File: src/rtl/instr_encoder.sv
// ---------------------------------------------------------------------------
// instr_encoder
//
// Streaming RISC-V instruction encoder / instruction-memory loader. Accepts
// decoded instruction fields over a valid/ready handshake, assembles an
// R/I/S-format 32-bit word (immediate bits scattered exactly as the immediate
// extender gathers them) and writes it into instruction memory at
// consecutive word addresses starting at BASE_ADDR.
//
// Optional feature macro: INSTR_ENCODER_RANGECHECK_EN
//   defined   : I/S requests whose i_imm does not fit in 12 signed bits are
//               rejected like illegal opcodes (o_error set, no write).
//   undefined : i_imm is truncated to imm[11:0].
//
// Parameters:
//   DEPTH      instruction-memory capacity in words (power of two, >= 2)
//   BASE_ADDR  byte address of word 0
//
// Ports:
//   i_clk         clock, all state updates on the rising edge
//   i_resetN      synchronous active-low reset
//   i_valid       request valid
//   o_ready       encoder can accept a request this cycle
//   i_opcode      instruction opcode (selects R/I/S format)
//   i_rd/i_rs1/i_rs2, i_funct3, i_funct7, i_imm   instruction fields
//   i_clear       restart loading at word 0 and clear the error flag
//   o_imemWrEn    one-cycle instruction-memory write strobe
//   o_imemAddr    write byte address, BASE_ADDR + 4*index (mod 2^32)
//   o_imemWrData  encoded instruction word
//   o_count       words written since reset/clear
//   o_full        DEPTH words written; requests stall until i_clear
//   o_error       sticky: a rejected request has been seen
// ---------------------------------------------------------------------------
module instr_encoder #(
    parameter int unsigned DEPTH     = 64,
    parameter logic [31:0] BASE_ADDR = 32'h0
) (
    input  logic                     i_clk,
    input  logic                     i_resetN,
    input  logic                     i_valid,
    output logic                     o_ready,
    input  logic [6:0]               i_opcode,
    input  logic [4:0]               i_rd,
    input  logic [4:0]               i_rs1,
    input  logic [4:0]               i_rs2,
    input  logic [2:0]               i_funct3,
    input  logic [6:0]               i_funct7,
    input  logic [31:0]              i_imm,
    input  logic                     i_clear,
    output logic                     o_imemWrEn,
    output logic [31:0]              o_imemAddr,
    output logic [31:0]              o_imemWrData,
    output logic [$clog2(DEPTH):0]   o_count,
    output logic                     o_full,
    output logic                     o_error
);

    localparam int unsigned IW = $clog2(DEPTH);
    localparam int unsigned CW = IW + 1;

    localparam logic [6:0] OP_LOAD  = 7'b0000011;
    localparam logic [6:0] OP_IMM   = 7'b0010011;
    localparam logic [6:0] OP_JALR  = 7'b1100111;
    localparam logic [6:0] OP_STORE = 7'b0100011;
    localparam logic [6:0] OP_REG   = 7'b0110011;

    typedef enum logic [1:0] {
        IDLE,
        WRITE,
        FULL
    } state_t;

    state_t          r_state;
    logic            r_ready;
    logic            r_wrEn;
    logic [31:0]     r_word;
    logic [IW-1:0]   r_index;
    logic [CW-1:0]   r_count;
    logic            r_full;
    logic            r_error;

    logic            w_isI;
    logic            w_isS;
    logic            w_isR;
    logic            w_immOk;
    logic            w_legal;
    logic [31:0]     w_word;
    logic [CW-1:0]   w_countNext;

    // ---------------------------------------------------------------
    // Format decode and word assembly
    // ---------------------------------------------------------------
    always_comb begin
        w_isI = (i_opcode == OP_LOAD) || (i_opcode == OP_IMM) ||
                (i_opcode == OP_JALR);
        w_isS = (i_opcode == OP_STORE);
        w_isR = (i_opcode == OP_REG);
    end

`ifdef INSTR_ENCODER_RANGECHECK_EN
    // Fits in 12 signed bits when bits 31..11 are a pure sign extension.
    assign w_immOk = (i_imm[31:11] == {21{i_imm[11]}});
`else
    logic w_unused_imm;
    assign w_unused_imm = ^i_imm[31:12];
    assign w_immOk      = 1'b1;
`endif

    // R-type ignores the immediate, so the range check only gates I/S.
    assign w_legal = w_isR || ((w_isI || w_isS) && w_immOk);

    always_comb begin
        w_word = '0;
        if (w_isI) begin
            w_word = {i_imm[11:0], i_rs1, i_funct3, i_rd, i_opcode};
        end else if (w_isS) begin
            w_word = {i_imm[11:5], i_rs2, i_rs1, i_funct3, i_imm[4:0], i_opcode};
        end else if (w_isR) begin
            w_word = {i_funct7, i_rs2, i_rs1, i_funct3, i_rd, i_opcode};
        end
    end

    assign w_countNext = r_count + CW'(1);

    // ---------------------------------------------------------------
    // Control FSM with registered outputs
    // ---------------------------------------------------------------
    always_ff @(posedge i_clk) begin
        if (!i_resetN) begin
            r_state <= IDLE;
            r_ready <= 1'b0;
            r_wrEn  <= 1'b0;
            r_word  <= '0;
            r_index <= '0;
            r_count <= '0;
            r_full  <= 1'b0;
            r_error <= 1'b0;
        end else if (i_clear) begin
            // A WRITE cycle overlapping the clear has already driven its
            // strobe; only the index/count update is discarded here.
            r_state <= IDLE;
            r_ready <= 1'b1;
            r_wrEn  <= 1'b0;
            r_index <= '0;
            r_count <= '0;
            r_full  <= 1'b0;
            r_error <= 1'b0;
        end else begin
            case (r_state)
                IDLE: begin
                    r_ready <= 1'b1;
                    if (i_valid && r_ready) begin
                        if (w_legal) begin
                            r_word  <= w_word;
                            r_wrEn  <= 1'b1;
                            r_ready <= 1'b0;
                            r_state <= WRITE;
                        end else begin
                            r_error <= 1'b1;
                        end
                    end
                end
                WRITE: begin
                    r_wrEn  <= 1'b0;
                    // DEPTH is a power of two, so the index wraps to 0
                    // exactly when the memory becomes full.
                    r_index <= r_index + IW'(1);
                    r_count <= w_countNext;
                    if (w_countNext == CW'(DEPTH)) begin
                        r_full  <= 1'b1;
                        r_ready <= 1'b0;
                        r_state <= FULL;
                    end else begin
                        r_ready <= 1'b1;
                        r_state <= IDLE;
                    end
                end
                FULL: begin
                    r_ready <= 1'b0;
                    r_wrEn  <= 1'b0;
                end
                default: begin
                    r_ready <= 1'b0;
                    r_wrEn  <= 1'b0;
                    r_state <= IDLE;
                end
            endcase
        end
    end

    assign o_ready      = r_ready;
    assign o_imemWrEn   = r_wrEn;
    assign o_imemAddr   = BASE_ADDR + (32'(r_index) << 2);
    assign o_imemWrData = r_word;
    assign o_count      = r_count;
    assign o_full       = r_full;
    assign o_error      = r_error;

endmodule

File: config.mk
export PLATFORM = sky130hd
export DESIGN_NAME = instr_encoder
export DESIGN_NICKNAME = d
export VERILOG_FILES = /design/src/rtl/instr_encoder.sv
export SDC_FILE = /design/constraint.sdc
export NUM_CORES = 1
export LEC_CHECK = 0
export CORE_MARGIN = 4
export CORE_UTILIZATION = 32
export CTS_CLUSTER_SIZE = 24
export DETAILED_ROUTE_END_ITERATION = 8
export DONT_BUFFER_PORTS = 1
export PLACE_DENSITY = 0.48
export SLEW_MARGIN = 25
export SYNTH_ARGS = -nofsm -noshare
export SYNTH_HDL_FRONTEND = slang
export SYNTH_SLANG_ARGS = --single-unit
File: constraint.sdc
create_clock -name i_clk -period 2.2 [get_ports i_clk]
set_clock_uncertainty 0.2 [all_clocks]
set_input_delay 0.33 -clock i_clk [delete_from_list [all_inputs] [get_ports i_clk]]
set_output_delay 0.33 -clock i_clk [all_outputs]
set_load 0.05 [all_outputs]
# After elaboration in Yosys (flattened, before gate mapping)

Cells that the tools add are included.

Add/sub/neg operators: 2
Equal/unequal tests: 10
Multiplexer cells: 12
Bitwise operators: 5
Reductions and logical operators: 13

Operator list:

| operator                                            | number |
|---|---|
| two-way mux 32 bit                                  | 3 |
| equality test 7 x 6 -> 1 bit, second input constant | 2 |
| equality test 7 bit, second input constant          | 2 |
| adder 7 x 1 -> 7 bit, second input constant         | 1 |
| equality test 7 x 2 -> 1 bit, second input constant | 1 |
| equality test 7 x 5 -> 1 bit, second input constant | 1 |
| adder 6 x 1 -> 6 bit, second input constant         | 1 |
| two-way mux 2 bit                                   | 3 |
| one-hot mux 2 bit (3 select lines)                  | 1 |
| AND reduction 3 bit                                 | 2 |
| inverter 1 bit                                      | 5 |
| logical OR 1 bit                                    | 4 |
| two-way mux 1 bit                                   | 4 |
| != test 2 bit, second input constant                | 2 |
| AND reduction 2 bit                                 | 2 |
| AND reduction 4 bit                                 | 1 |
| OR reduction 3 bit                                  | 1 |
| equality test 2 x 1 -> 1 bit, second input constant | 1 |
| equality test 2 bit, second input constant          | 1 |
| zero test 2 bit                                     | 1 |
| one-hot mux 1 bit (2 select lines)                  | 1 |
| OR reduction 2 bit                                  | 1 |
| logical AND 1 bit                                   | 1 |

Flip-flop bits (word level): 51
Input port bits: 68

# Depth between registers and ports, before layout

Gate-level depths: netlist of run 1.

Depth in word-level cells: 9
Gate-level depth with buffers: 6
Mapped depth without buffers: 5

# Worst setup path before layout of run 1

OpenSTA, ideal clock, no wires.

Path type: flip-flop to flip-flop
From: register r_ready, in the netlist o_ready
To: register r_word[19], in the netlist o_imemWrData[19]
Setup time: 0.128 ns
Arrival time: 1.772 ns
Setup slack: 0.101 ns
Cell stages (with the launch flop): 6
Clock period less this slack: 2.099 ns
Path through: dfxtp_1 > nand4bb_1 > a2111oi_4 > buf_4 > mux2i_1 > nor2_1

Longest elaborated chain between the ends: 2

RTL lines:

| what                                 | RTL line | source |
|---|---|---|
| start: declaration                   | 74       | `logic r_ready;` |
| start signal: assignment             | 131      | `r_ready <= 1'b0;` |
| start signal: assignment             | 142      | `r_ready <= 1'b1;` |
| start signal: assignment             | 151      | `r_ready <= 1'b1;` |
| logical AND 1 bit                    | 152      | `if (i_valid && r_ready) begin` |
| AND reduction 4 bit (no source line) | --       |  |
| end signal: assignment               | 154      | `r_word <= w_word;` |
| end: declaration                     | 76       | `logic [31:0] r_word;` |

Every way passes these cells.
A chain may end at the register's enable or synchronous reset.

# Worst setup path after layout of run 1

From: register r_state[1]
To: register r_word[12], in the netlist o_imemWrData[12]

Longest elaborated chain between the ends: 2

RTL lines:

| what                                 | RTL line | source |
|---|---|---|
| start: declaration                   | 73       | `state_t r_state;` |
| start signal: assignment             | 130      | `r_state <= IDLE;` |
| start signal: assignment             | 141      | `r_state <= IDLE;` |
| start signal: assignment             | 157      | `r_state <= WRITE;` |
| zero test 2 bit                      | 149      | `case (r_state)` |
| AND reduction 4 bit (no source line) | --       |  |

Every way passes these cells.

==> parameters.txt, run 1 <==
Parameter                              Value

Worst setup path
  Nature of the critical path startpoint    register
  Highest-delay cell along the critical path    sky130_fd_sc_hd__a2111oi_4
  Data arrival at the endpoint of the critical path    between 1500 and 2000 ps
  Launching instance or port of the critical path    r_state[1]$_SDFFE_PP0P_
  Startpoint of the most critical register-to-register path    r_state[1]$_SDFFE_PP0P_
  Critical path capture point type    register
  Crit path cell chain    nand4bb_1 -> a2111oi_4 -> buf_12 -> mux2i_1 -> nor2_1
  CP max FO    50
  Worst setup path class    register to register
  Required time of the worst setup path    2190 ps
  Dominant delay contributor by cell family on the critical path    compound AO/OA/AOI/OAI gates
  Delay of the slowest critical-path stage    370 ps
  Count of buffer and inverter cells on the critical path    1

Route
  Met1 Routed Length    between 2000 and 2500 um
  Via total after detailed routing    1898
  Routed wire length on met2    roughly 2800 um
  Remaining antenna violation count    0
  Overall routed net length    5724 um
  Routed wl met3    507 um
  Mean routed wirelength per cell    roughly 14 um
  Ratio of routed vias to standard cells    4.686
  Initial drt markers    a little over 50
  Highest routing layer actually used    met4
  Detailed Routing Iterations Pass 1    4
  Remaining design rule violation count    0

Clocking
  Clock sinks    51
  Clock slew at the register clock pins of the worst setup and hold paths    90 ps
  Clock insertion delay at the later pin of the skew report    slightly below 300 ps
  Post-CTS Hold Buffers    24
  TritonCTS buffer count    5
  Number of instances resized during post-cts repair    0
  Post CTS Setup Buffer Count    0
  TritonCTS clock tree    built
  Number of H-tree branching levels    2
  Cell at the root of the clock tree    sky130_fd_sc_hd__clkbuf_8
  Clock tree buffer depth    2

Logic synthesis
  Total standard cell area after synthesis    about 2500 um2
  Fraction of synthesis flops using an asynchronous set or reset pin    0
  Share of Yosys cell area claimed by the top area cell type    0.4161
  Number of synthesized flops with an enable pin    0
  Biggest area consumer among synthesized cells    sky130_fd_sc_hd__dfxtp_1
  Number of warnings printed during yosys synthesis    0
  Count of mapped cells out of synthesis    270
  Sequential cell area fraction in the yosys report    0.4161
  Synthesized area divided by synthesized cell count    ~9 um2
  Most used DFF post-synth    sky130_fd_sc_hd__dfxtp_1
  Number of synthesized register bits    51
  Area contributors post-synth    sky130_fd_sc_hd__dfxtp_1 42%, sky130_fd_sc_hd__buf_4 8.6%, sky130_fd_sc_hd__mux2i_1 7.3%, sky130_fd_sc_hd__nor2_1 5.0%, sky130_fd_sc_hd__nand2_1 4.1%
  Count of unique library cells instantiated by Yosys    between 40 and 50

Finish
  Filler Cells Inserted    between 700 and 800
  Synthesis-to-finish area growth    18.41%
  Multi-input logic area    1255 um2
  Area taken by flip-flops and latches    roughly 1000 um2
  Util after Layout    0.3942
  Total inserted antenna cells    0
  Fraction of final layout cells with drive strength greater than 1    0.1111
  Final-stage net count    376
  Final standard cell area without fillers    approximately 2900 um2

Timing
  Count of pins over their slew limit    0
  Final-layout setup total negative slack    0 ps
  Crit share post-route    0.8536
  Slew margin rel.    0.6111
  Setup repair after global routing missed its margin    false
  Achievable clock frequency    between 500 and 600 MHz
  Post-route minimum period    roughly 1900 ps
  Slew at the pin closest to its max-slew limit    approximately 580 ps
  Final Hold Fails    0
  # setup viols final    0

Power
  Sw Pwr    ~460 uW
  Design internal power    1344 uW
  Leakage power figure    roughly 0.0011 uW
  Total power divided by cell area    between 600 and 700 nW/um2
  Sequential Power Share    0.520
  Total power draw    about 1800 uW
  Logic pwr share    0.107
  Clk network pwr share    0.372
  Switching part of the total    0.2552
  Max VDD drop    0.2317 mV

Min path
  Startpoint of the tightest hold check path    i_opcode[5]
  Hold Crit Class    primary input to register

Floorplanning
  Number of ports placed on the die boundary    roughly 140
  Die W    between 90 and 100 um
  Placeable core region    between 7000 and 8000 um2
  Initial standard-cell utilization of the core    0.3329
  Std-Cell Rows    31
  Vert. Die Dim    95.57 um
  Area of the die    between 9000 and 10000 um2

Global routing
  Global routing usage summed across all routing layers    0.1265
  First-pass GRT wire length    between 9000 and 10000 um
  Antenna violations before repair    0
  Maximum number of pins on one net before global-route repair    a little over 50
  Total congestion overflow    0
  Via count of the first global-routing pass    1762

Placement
  Post-Place Cell Area    approximately 2500 um2
  Routability congestion estimate    about 0.72
  Post-DP HPWL    ~4000 um
  Port-buffer cells    0

Run status
  Result of the run    completed

Job
  Max-Cap Viols    0
==> final timing paths <==
kind / to / slack, ps / cells past startpoint
max reg2reg: o_imemWrData[12]$_SDFFE_PN0P_ / 320 / 5
max: o_imemWrData[12]$_SDFFE_PN0P_ / 320 / 5
min: o_imemWrData[5]$_SDFFE_PN0P_ / 20 / 2
min reg2reg: r_index[1]$_SDFFE_PP0P_ / 320 / 2
==> worst register-to-register path: stages (launching register included) <==
cell	delay, ps
sky130_fd_sc_hd__dfxtp_1	350
sky130_fd_sc_hd__nand4bb_1	280
sky130_fd_sc_hd__a2111oi_4	370
sky130_fd_sc_hd__buf_12	280
sky130_fd_sc_hd__mux2i_1	240
sky130_fd_sc_hd__nor2_1	50
==> cells in the mapped netlist (2+ instances only) <==
library cell               instances
sky130_fd_sc_hd__buf_6             2
sky130_fd_sc_hd__buf_4            28
sky130_fd_sc_hd__nor2_1           33
sky130_fd_sc_hd__nor2b_1           2
sky130_fd_sc_hd__nand2b_1          4
sky130_fd_sc_hd__o21a_1            2
sky130_fd_sc_hd__mux2i_1          18
sky130_fd_sc_hd__nand4_1           7
sky130_fd_sc_hd__o21ai_0          14
sky130_fd_sc_hd__a41oi_1           2
sky130_fd_sc_hd__xor2_1           10
sky130_fd_sc_hd__o31ai_1           2
sky130_fd_sc_hd__nor4b_1           2
sky130_fd_sc_hd__ha_1              3
sky130_fd_sc_hd__nand3b_1          2
sky130_fd_sc_hd__xnor2_1           4
sky130_fd_sc_hd__dfxtp_1          51
sky130_fd_sc_hd__nand2_1          27
sky130_fd_sc_hd__a21oi_1          11
sky130_fd_sc_hd__clkbuf_1          7
sky130_fd_sc_hd__and3_1            2
sky130_fd_sc_hd__inv_1             2
sky130_fd_sc_hd__nor3_1            4
sky130_fd_sc_hd__a31oi_1           7
sky130_fd_sc_hd__a211oi_2          5
==> kinds of logic (layout without fill, tap and decap cells) <==
logic type / after synthesis / after routing / synth area share
XOR/XNOR: 14 / 14 / 0.04997
AND/OR/NAND/NOR: 94 / 94 / 0.1907
buffers and inverters: 40 / 51 / 0.1107
AO/OA/AOI/OAI: 49 / 49 / 0.1423
adder cells (fa/ha/maj): 3 / 3 / 0.01530
multiplexers: 18 / 18 / 0.07343
flip-flops: 51 / 51 / 0.4161
other: 1 / 26 / 0.001528
==> per-layer routing <==
| metal | up-vias | global-route usage |
|---|---|---|
| met5 | - | 0 |
| met3 | 2 | 0.04972 |
| met4 | 0 | 0.02488 |
| met1 | 868 | 0.1643 |
| li1 | 956 | - |
| met2 | 72 | 0.1992 |
==> power groups by stage <==
stage | logic [uW] | clock network (uW) | registers, uW
floorplan | 175 | 0 | 964
global placement | 154 | 0 | 961
detailed placement | 154 | 0 | 961
CTS | 192 | 714 | 940
global route | 208 | 740 | 940
finish | 193 | 672 | 939
==> sequential cells by signal, summed over array words and instances, names as in the netlist <==
signal and flops:
o_imemWrData 32, o_count 7, o_ready 1, r_index 6, o_full 1, r_state 2
o_error 1, o_imemWrEn 1
==> cell usage in the layout (no fill, tap or decap), types with 5 or more instances in the layout <==
cell type and instances:
sky130_fd_sc_hd__a211oi_2 5, sky130_fd_sc_hd__a21oi_1 11, sky130_fd_sc_hd__a31oi_1 7, sky130_fd_sc_hd__buf_4 16, sky130_fd_sc_hd__clkbuf_8 6, sky130_fd_sc_hd__conb_1 26
sky130_fd_sc_hd__dfxtp_1 51, sky130_fd_sc_hd__dlygate4sd3_1 24, sky130_fd_sc_hd__mux2i_1 18, sky130_fd_sc_hd__nand2_1 27, sky130_fd_sc_hd__nand4_1 7, sky130_fd_sc_hd__nor2_1 33
sky130_fd_sc_hd__o21ai_0 14, sky130_fd_sc_hd__xor2_1 10
==> layout make-up <==
| cell class | count | share of cell area |
|---|---|---|
| clock buffers | 6 | 0.02842 |
| clock inverters | 2 | 0.01206 |
| inverters | 2 | 0.002584 |
| multi-input cells | 204 | 0.4320 |
| flip-flops and latches | 51 | 0.3514 |
| well taps | 99 | 0.04264 |
| repair buffers | 41 | 0.1309 |
==> stage by stage <==
step	setup WS (ps)	hold WS, ps	cells
after detailed placement	278.2	258.5	373
after floorplan	100.7	268.3	295
after global placement	298.3	257.6	373
after CTS	315.6	12.73	405
final	322.2	22.38	405
after global routing	158.8	27.28	405
Power figures use the tool's default switching activity.
==> run 2, diff against run 1 <==
CORE_UTILIZATION = 42   (was 32)
PLACE_DENSITY = 0.58   (was 0.48)
RECOVER_POWER = 50   (was default)
==> parameters.txt, run 2 (same netlist as run 1, synthesis figures left out) <==
Parameter                              Value

Floorplanning
  Die W    84.43 um (-12%)
  Initial standard-cell utilization of the core    0.4402 (+0.1072)
  Vert. Die Dim    84.43 um (-12%)
  Area of the die    7128 um2 (-22%)
  Placeable core region    5574 um2 (-24%)
  Number of ports placed on the die boundary    143 (unchanged)
  Std-Cell Rows    27 (-13%)

Clocking
  Clock sinks    51 (unchanged)
  Clock tree buffer depth    2 (unchanged)
  TritonCTS buffer count    5 (unchanged)
  Number of H-tree branching levels    2 (unchanged)
  Post CTS Setup Buffer Count    0 (unchanged)
  Clock insertion delay at the later pin of the skew report    300 ps (about the same)
  Clock slew at the register clock pins of the worst setup and hold paths    100 ps (about the same)
  TritonCTS clock tree    built
  Cell at the root of the clock tree    sky130_fd_sc_hd__clkbuf_8

Finish
  Total inserted antenna cells    0 (unchanged)
  Top library cells by usage in the layout, fill and taps aside    51 x sky130_fd_sc_hd__dfxtp_1, 33 x sky130_fd_sc_hd__nor2_1, 27 x sky130_fd_sc_hd__nand2_1
  Final-stage net count    375 (-0.27%)
  Most frequent standard cell in the layout excluding fill and tap cells    sky130_fd_sc_hd__dfxtp_1
  Util after Layout    0.5104 (+0.1162)
  Fraction of final layout cells with drive strength greater than 1    0.08852 (-0.02259)
  Synthesis-to-finish area growth    15.96%
  Max FFs per register    32 (unchanged)

Worst setup path
  Required time of the worst setup path    2230 ps (+40 ps)
  Critical path capture point type    register
  Data arrival at the endpoint of the critical path    2030 ps (+170 ps)
  Nature of the critical path startpoint    register
  CP max FO    20 (-60%)
  Worst setup path class    register to register

Route
  Via total after detailed routing    1929 (+1.6%)
  Initial drt markers    98 (+92%)
  Mean routed wirelength per cell    14.97 um (+5.9%)
  Overall routed net length    5644 um (-1.4%)
  Remaining antenna violation count    0 (unchanged)
  Ratio of routed vias to standard cells    5.117 (+9.2%)
  Detailed Routing Iterations Pass 1    4 (unchanged)
  Remaining design rule violation count    0 (unchanged)

Timing
  # setup viols final    0 (unchanged)
  Setup repair after global routing missed its margin    false
  Worst setup margin    204.2 ps (-118.0 ps)
  Slew at the pin closest to its max-slew limit    734.0 ps (+150.6 ps)
  Count of pins over their slew limit    0 (unchanged)
  Final-layout setup total negative slack    0 ps (unchanged)
  Slew margin rel.    0.5107 (-0.1004)
  Post-route minimum period    1996 ps (+118.0 ps)
  Achievable clock frequency    501.1 MHz (-5.9%)
  Final Hold Fails    0 (unchanged)
  Crit share post-route    0.9072 (+0.05362)

Global routing
  First-pass GRT wire length    9183 um (+1.8%)
  Antenna violations before repair    0 (unchanged)
  Maximum number of pins on one net before global-route repair    28 (-45%)
  Global routing usage summed across all routing layers    0.1573 (+0.03084)
  Via count of the first global-routing pass    1847 (+4.8%)
  Total congestion overflow    0 (unchanged)

Job
  Max-Cap Viols    0 (unchanged)

Run status
  Result of the run    completed

Power
  Total power divided by cell area    640.1 nW/um2 (+3.0%)
  Max VDD drop    0.2450 mV (+5.7%)
  Leakage power figure    0.001103 uW (-2.6%)

Min path
  Hold Crit Class    primary input to register

Placement
  Routability congestion estimate    0.7590 (+5.6%)
  Port-buffer cells    0 (unchanged)
  Post-Place Worst Slack    184.4 ps (-93.76 ps)
  Post-DP HPWL    3959 um (about the same)
[run 2: path summary, 6_finish.rpt]
check	cells past startpoint	slack (ps)	end	start
min reg2reg	2	260	r_index[1]$_SDFFE_PP0P_	r_index[1]$_SDFFE_PP0P_
max reg2reg	5	200	o_imemWrData[8]$_SDFFE_PN0P_	r_state[1]$_SDFFE_PP0P_
min	2	10	o_imemWrData[3]$_SDFFE_PN0P_	i_clear
max	5	200	o_imemWrData[8]$_SDFFE_PN0P_	r_state[1]$_SDFFE_PP0P_
[run 2: power breakdown]
group | internal [uW] | switching, uW | leakage [uW]
Clock | 374 | 316 | 0.0000618
Sequential | 926 | 13.1 | 0.000411
Combinational | 48.6 | 143 | 0.000630
Total | 1350 | 472 | 0.00110
[run 2: critical path, cell delays in order, from the launching register on]
cell and delay, ps:
sky130_fd_sc_hd__dfxtp_1 350, sky130_fd_sc_hd__nand4bb_1 280, sky130_fd_sc_hd__a2111oi_4 520, sky130_fd_sc_hd__buf_4 310, sky130_fd_sc_hd__nor2_1 70, sky130_fd_sc_hd__a211oi_2 200
[run 2: metal layers]
layer | track usage | vias to the layer above | part of all wire
met1 | 0.2007 | 886 | 0.43
li1 | - | 962 | -
met4 | 0.04604 | 0 | 0.016
met5 | 0 | - | 0
met2 | 0.2568 | 73 | 0.48
met3 | 0.04809 | 8 | 0.077
[run 2: what timing repair did]
| item | in CTS | in global routing |
|---|---|---|
| hold buffers | 24 | 0 |
| resized for setup | 0 | 0 |
| endpoints found under the hold margin | 23 | 0 |
[run 2: metrics by stage]
stage	instances	area [um2]	power [uW]	hold slack (ps)
detailed placement	345	2506	1114	251.9
CTS	377	2868	1847	1.738
floorplan	295	2547	1139	268.3
global route	377	2845	1892	8.183
global placement	345	2506	1114	247.1
finish	377	2845	1821	13.07
[run 2: final cells by class]
cell class / instances / area (um2)
sequential: 51 / 1021
tap: 72 / 90.09
clock buffer: 6 / 82.58
multi-input combinational: 204 / 1255
timing repair buffer: 40 / 350.3
clock inverter: 2 / 38.79
fill: 532 / 2729
inverter: 2 / 7.507
